--- src/rtl/scan_decoder_if.sv ---
// Signal bundle for scan_decoder: decode/scan controls in, registered one-hot output and
// scan status out.
interface scan_decoder_if #(
  parameter int unsigned SEL_W = 2
);
  localparam int unsigned OUT_W = 2 ** SEL_W;

  logic             en;
  logic             mode;
  logic             load;
  logic [SEL_W-1:0] sel;
  logic [OUT_W-1:0] dout;
  logic             dout_vld;
  logic [SEL_W-1:0] scan_idx;
  logic             wrap;

  modport master (
    output en, mode, load, sel,
    input  dout, dout_vld, scan_idx, wrap
  );

  modport slave (
    input  en, mode, load, sel,
    output dout, dout_vld, scan_idx, wrap
  );
endinterface

--- src/rtl/scan_decoder.sv ---
// One-hot decoder with direct (load-captured) and auto-scan modes.
// Scan mode, dwell counter and wrap pulse exist only when SCAN_DECODER_SCAN_EN is defined.
module scan_decoder #(
  parameter int unsigned SEL_W = 2,
  parameter int unsigned DWELL = 4
) (
  input logic           clk,
  input logic           rst,
  scan_decoder_if.slave bus
);
  localparam int unsigned OUT_W = 2 ** SEL_W;

  if (SEL_W < 1 || SEL_W > 6 || DWELL < 1) begin : g_bad_param
    $error("scan_decoder: illegal SEL_W or DWELL");
  end

`ifdef SCAN_DECODER_SCAN_EN
  localparam int unsigned CNT_W = (DWELL > 1) ? $clog2(DWELL) : 1;
  localparam logic [CNT_W-1:0] DWELL_LAST = CNT_W'(DWELL - 1);

  typedef enum logic [1:0] {IDLE, DIRECT, SCAN} state_e;
`else
  typedef enum logic [1:0] {IDLE, DIRECT} state_e;
`endif

  function automatic logic [OUT_W-1:0] decode(input logic [SEL_W-1:0] idx);
    return OUT_W'(1) << idx;
  endfunction

  state_e           state_q, state_d;
  logic [OUT_W-1:0] dout_q, dout_d;
  logic             vld_q, vld_d;
  logic [SEL_W-1:0] idx_q, idx_d;
`ifdef SCAN_DECODER_SCAN_EN
  logic [CNT_W-1:0] dwell_q, dwell_d;
  logic             wrap_q, wrap_d;
`endif

  always_comb begin
    state_d = state_q;
    dout_d  = dout_q;
    vld_d   = vld_q;
    idx_d   = idx_q;
`ifdef SCAN_DECODER_SCAN_EN
    dwell_d = dwell_q;
    wrap_d  = 1'b0;
`endif
    if (!bus.en) begin
      state_d = IDLE;
      dout_d  = '0;
      vld_d   = 1'b0;
`ifdef SCAN_DECODER_SCAN_EN
      dwell_d = '0;
`endif
    end else begin
      case (state_q)
        IDLE, DIRECT: begin
`ifdef SCAN_DECODER_SCAN_EN
          if (bus.mode) begin
            state_d = SCAN;
            dout_d  = decode(bus.sel);
            vld_d   = 1'b1;
            idx_d   = bus.sel;
            dwell_d = '0;
          end else
`endif
          if (bus.load) begin
            state_d = DIRECT;
            dout_d  = decode(bus.sel);
            vld_d   = 1'b1;
            idx_d   = bus.sel;
          end
        end
`ifdef SCAN_DECODER_SCAN_EN
        SCAN: begin
          // Leaving scan keeps the last shown index on dout until a fresh load.
          if (!bus.mode) begin
            state_d = DIRECT;
            dwell_d = '0;
          end else if (dwell_q == DWELL_LAST) begin
            dwell_d = '0;
            idx_d   = idx_q + SEL_W'(1);
            dout_d  = decode(idx_q + SEL_W'(1));
            wrap_d  = (idx_q == '1);
          end else begin
            dwell_d = dwell_q + CNT_W'(1);
          end
        end
`endif
        default: state_d = IDLE;
      endcase
    end
  end

  always_ff @(posedge clk) begin
    if (rst) begin
      state_q <= IDLE;
      dout_q  <= '0;
      vld_q   <= 1'b0;
      idx_q   <= '0;
`ifdef SCAN_DECODER_SCAN_EN
      dwell_q <= '0;
      wrap_q  <= 1'b0;
`endif
    end else begin
      state_q <= state_d;
      dout_q  <= dout_d;
      vld_q   <= vld_d;
      idx_q   <= idx_d;
`ifdef SCAN_DECODER_SCAN_EN
      dwell_q <= dwell_d;
      wrap_q  <= wrap_d;
`endif
    end
  end

  assign bus.dout     = dout_q;
  assign bus.dout_vld = vld_q;
  assign bus.scan_idx = idx_q;
`ifdef SCAN_DECODER_SCAN_EN
  assign bus.wrap     = wrap_q;
`else
  assign bus.wrap     = 1'b0;
`endif
endmodule
--- src/flat_wrapper.sv ---
// flat-port wrapper written by rule: the top's interface ports become plain ports
module scan_decoder_flat 
#(
  parameter int unsigned SEL_W = 2,
  parameter int unsigned DWELL = 4
)
  (clk, rst, bus_en, bus_mode, bus_load, bus_sel, bus_dout, bus_dout_vld, bus_scan_idx, bus_wrap);
  scan_decoder_if #(.SEL_W(SEL_W)) bus_i ();
  input logic clk;
  input logic rst;
  input wire logic [$bits(bus_i.en)-1:0] bus_en;
  input wire logic [$bits(bus_i.mode)-1:0] bus_mode;
  input wire logic [$bits(bus_i.load)-1:0] bus_load;
  input wire logic [$bits(bus_i.sel)-1:0] bus_sel;
  output wire logic [$bits(bus_i.dout)-1:0] bus_dout;
  output wire logic [$bits(bus_i.dout_vld)-1:0] bus_dout_vld;
  output wire logic [$bits(bus_i.scan_idx)-1:0] bus_scan_idx;
  output wire logic [$bits(bus_i.wrap)-1:0] bus_wrap;
  assign bus_i.en = bus_en;
  assign bus_i.mode = bus_mode;
  assign bus_i.load = bus_load;
  assign bus_i.sel = bus_sel;
  assign bus_dout = bus_i.dout;
  assign bus_dout_vld = bus_i.dout_vld;
  assign bus_scan_idx = bus_i.scan_idx;
  assign bus_wrap = bus_i.wrap;
  scan_decoder #(.SEL_W(SEL_W), .DWELL(DWELL)) u_core (.clk(clk), .rst(rst), .bus(bus_i));
endmodule
--- config.mk ---
export PLATFORM = sky130hd
export DESIGN_NAME = scan_decoder_flat
export DESIGN_NICKNAME = d
export VERILOG_FILES = /design/src/rtl/scan_decoder_if.sv /design/src/rtl/scan_decoder.sv /design/src/flat_wrapper.sv
export SDC_FILE = /design/constraint.sdc
export NUM_CORES = 1
export LEC_CHECK = 0
export CORE_AREA = 10 10 47 49
export CTS_CLUSTER_DIAMETER = 40
export DETAILED_ROUTE_END_ITERATION = 6
export DIE_AREA = 0 0 57 59
export PLACE_DENSITY_LB_ADDON = 0.1
export SLEW_MARGIN = 20
export SYNTH_ARGS = -nofsm -noshare
export SYNTH_HDL_FRONTEND = slang
export SYNTH_SLANG_ARGS = --single-unit
--- constraint.sdc ---
create_clock -name clk -period 0.85 [get_ports clk]
set_input_delay 0.2125 -clock clk [delete_from_list [all_inputs] [get_ports clk]]
set_output_delay 0.2125 -clock clk [all_outputs]
set_load 0.01 [all_outputs]
[Word-level counts from Yosys, hierarchy flattened]
Cells that the tools add are included.
Word-level totals
  register bits: 8
  input port bits: 7
  word-level logic and storage cells: 13
  output and inout port bits: 8
Operators by class
  bitwise operators: 2
  reductions and logical operators: 6
  shift operators: 1
Operators by type and width (count)
  OR reduction 2 bit: 2
  << shifter 1 x 2 -> 4 bit (first input constant): 1
  AND reduction 3 bit: 1
  OR reduction 3 bit: 1
  logical NOT 2 bit: 1
  NOT 1 bit: 2
  AND reduction 2 bit: 1

[Longest topological paths before layout]
  depth in word-level cells: 4
  mapped depth: 3
  depth with buffers taken out: 2

[Worst setup path before layout]
Ideal clock, no wire load.
  kind: input to register
  start: input port bus_sel[1]
  end: register u_core.dout_q[0], in the netlist u_core.bus.dout[0]
  required time: 0.780 ns
  stages on the path: 2
  arrival time: 0.689 ns
  path buffers: 0
  slack: 0.091 ns
  setup time: 0.070 ns
  cells stage by stage: or3b_1 a21oi_1
Between the ends
  longest elaborated chain between the ends: 1
RTL lines
  start, declared: RTL line flat_wrapper.sv:14  | input wire logic [$bits(bus_i.sel)-1:0] bus_sel;
  << shifter 1 x 2 -> 4 bit: RTL line scan_decoder.sv:27  | return OUT_W'(1) << idx;
  end signal, assigned: RTL line scan_decoder.sv:107  | dout_q <= dout_d;
  end, declared: RTL line scan_decoder.sv:31  | logic [OUT_W-1:0] dout_q, dout_d;
Every way passes these cells.
A chain may end at the register's enable or synchronous reset.

[Worst setup path in the final report]
  start: register u_core.dout_q[3], in the netlist u_core.bus.dout[3]
  end: output port bus_dout[3]
RTL lines
  end, declared: RTL line flat_wrapper.sv:15  | output wire logic [$bits(bus_i.dout)-1:0] bus_dout;
No word-level cell between the ends.

==> impl_metrics.env <==
export IMPL_arrival_ns=0.69
export IMPL_synth_seq_cells=7
export IMPL_worst_slack_ns=-0.0498
export IMPL_postRouteWirelength_um=811
export IMPL_async_reset_ff_frac=0
export IMPL_crit_type="register to output port"
export IMPL_cp_depth=1
export IMPL_period_needed_ns=0.900
export IMPL_dp_cells=62
export IMPL_numClockSinks=7
export IMPL_die_area_mm2=0.00336
export IMPL_die_w_um=57
export IMPL_critPathBufInv=1
export IMPL_synthCells=31
export IMPL_syn_area_um2=284
export IMPL_cts_buffers=3
export IMPL_core_area_mm2=0.00140
export IMPL_diodes=0
export IMPL_insertion_delay_ns=0.25
export IMPL_clk_pin_slew_ns=0.05
export IMPL_crit_path_top_delay_cell="dfxtp_2"
export IMPL_vias=268
export IMPL_yosys_warnings=0
export IMPL_post_synth_top_count_cell="dfxtp_1"
export IMPL_rsz0062_at_grt="true"
export IMPL_hp_class="primary input to register"
export IMPL_nets=59
export IMPL_cp_start_kind="register"
export IMPL_post_drt_via_cell_ratio=4.00
export IMPL_hold_viol=0
export IMPL_critPathTopFamily="flip-flops"
export IMPL_grt_pass1_wl_um=1320
export IMPL_drive_gt1_frac=0.471
export IMPL_vdd_drop_max_mv=0.799
export IMPL_cp_required_ns=0.64
export IMPL_grt_max_degree=13
export IMPL_overflow=0
export IMPL_leakage_nw=0.216
export IMPL_antenna_found_initial=0
export IMPL_portBuffers=12
export IMPL_hold_buffers=0
export IMPL_seq_area_frac_synth=0.493
export IMPL_power_density_mw_per_mm2=1510
export IMPL_firstDrtPassIters=2
export IMPL_syn_num_nets=38
export IMPL_drcViolationCount=0
export IMPL_die_height_um=59
export IMPL_num_rows=14
export IMPL_cts_root_buf="clkbuf_4"
export IMPL_grt_pass1_vias=302
export IMPL_synthTopCellsByArea="dfxtp_1 49%, nand2b_1 11%, a21oi_1 11%"
export IMPL_synth_cell_type_count=11
export IMPL_cts_tree="yes"
export IMPL_finalMaxSlewViolations=0
export IMPL_drt_iter0_drc=1
export IMPL_ios=15
export IMPL_violations="setup timing"
export IMPL_synth_edf_count=0
export IMPL_slowest_delay_ns=0.32
export IMPL_setup_violations=7
export IMPL_area_delta_synth_final_pct=77.1
export IMPL_fin_crit_sh=1.06
export IMPL_crit_fanout=2
export IMPL_cp_end_kind="output port"
export IMPL_synth_top_area_frac=0.493
export IMPL_wl_per_cell_um=12.1
export IMPL_gp_congestion=0.664
export IMPL_worstPathCellList="buf_6"
export IMPL_avgSynthCellArea_um2=9.16
export IMPL_final_cells=67
export IMPL_ys_flop_type="dfxtp_1"
export IMPL_worstHoldPathCells=3
export IMPL_start_util=0.203
export IMPL_synth_top_area_cell="dfxtp_1"
export IMPL_clk_path_buf_depth=2
export IMPL_synthTopCellsByCount="7 x dfxtp_1, 6 x a21oi_1, 5 x nand2b_1"
export IMPL_skew_ns=0
export IMPL_dp_slack_ns=-0.396
export IMPL_drv_cap=0
export IMPL_htreeDepth=1
export IMPL_r2r_cells=2
export IMPL_max_freq_mhz=1110
export IMPL_postRouteAntennaNets=0
export IMPL_dp_hpwl_um=615
export IMPL_grt_use_total=0.0510
export IMPL_status="finished with violations"
kinds of logic (layout without fill, tap and decap cells):
group	after synthesis	in the layout	synth area share
compound gates	8	8	0.176
buf+inv	2	22	0.0440
flops	7	7	0.493
other cells	1	1	0.0132
simple gates	13	13	0.273
layer usage:
layer | part of all wire | track usage
met1 | 0.46 | 0.0523
met2 | 0.41 | 0.0636
met3 | 0.13 | 0.0386
met4 | 0 | 0.0503
met5 | 0 | 0
placed cells by master, fill, tap and decap left out, types with 2 or more instances in the layout:
| cell | n |
|---|---|
| a21bo_1 | 2 |
| a21oi_1 | 6 |
| buf_4 | 6 |
| buf_6 | 7 |
| clkbuf_4 | 3 |
| dfxtp_2 | 7 |
| dlygate4sd2_1 | 4 |
| nand2b_1 | 4 |
| nand3_1 | 3 |
| nand3b_1 | 2 |
| nor2_1 | 2 |
where the power goes:
part	total, mW	internal (mW)	switching, mW
registers	0.348	0.341	0.00688
logic	0.107	0.0626	0.0445
clock network	0.305	0.179	0.126
total	0.760	0.583	0.177
repair_timing:
action	CTS	global route
pin swaps	2	0
endpoints found under the setup margin	14	12
setup buffers	0	1
gates resized for setup	47	1
stage by stage:
stage	hold slack [ns]	area (um2)	utilization	power (mW)	TNS (ns)
final	0.367	503	0.359	0.760	-0.314
after floorplan	0.282	284	-	0.391	0
after global routing	0.386	503	0.359	0.803	-0.500
after global placement	0.453	449	0.321	0.457	-3.65
after detailed placement	0.471	449	0.321	0.458	-3.82
after CTS	0.365	490	0.350	0.774	-0.420
sequential cells by signal, summed over array words and instances, names as in the netlist:
name,cells
u_core.bus.dout,4
u_core.bus.dout_vld,1
u_core.bus.scan_idx,2
final timing paths:
path / from / endpoint / slack (ns)
setup / recovery: u_core.bus.dout[3]$_SDFFE_PP0P_ / bus_dout[3] / -0.05
hold / removal: bus_sel[1] / u_core.bus.dout[0]$_SDFFE_PP0P_ / 0.37
setup reg to reg: u_core.bus.scan_idx[0]$_SDFFE_PP0P_ / u_core.bus.scan_idx[0]$_SDFFE_PP0P_ / 0.11
hold reg to reg: u_core.bus.dout[3]$_SDFFE_PP0P_ / u_core.bus.dout[3]$_SDFFE_PP0P_ / 0.48
area by class of cell:
class                   instances  area (um2)
clock buffers                   4        26.3
fillers                       155         898
multi-input cells              22         139
flip-flops and latches          7         149
well taps                      16        20.0
repair buffers                 18         169
Note: power is estimated with default switching activity, not from simulation.
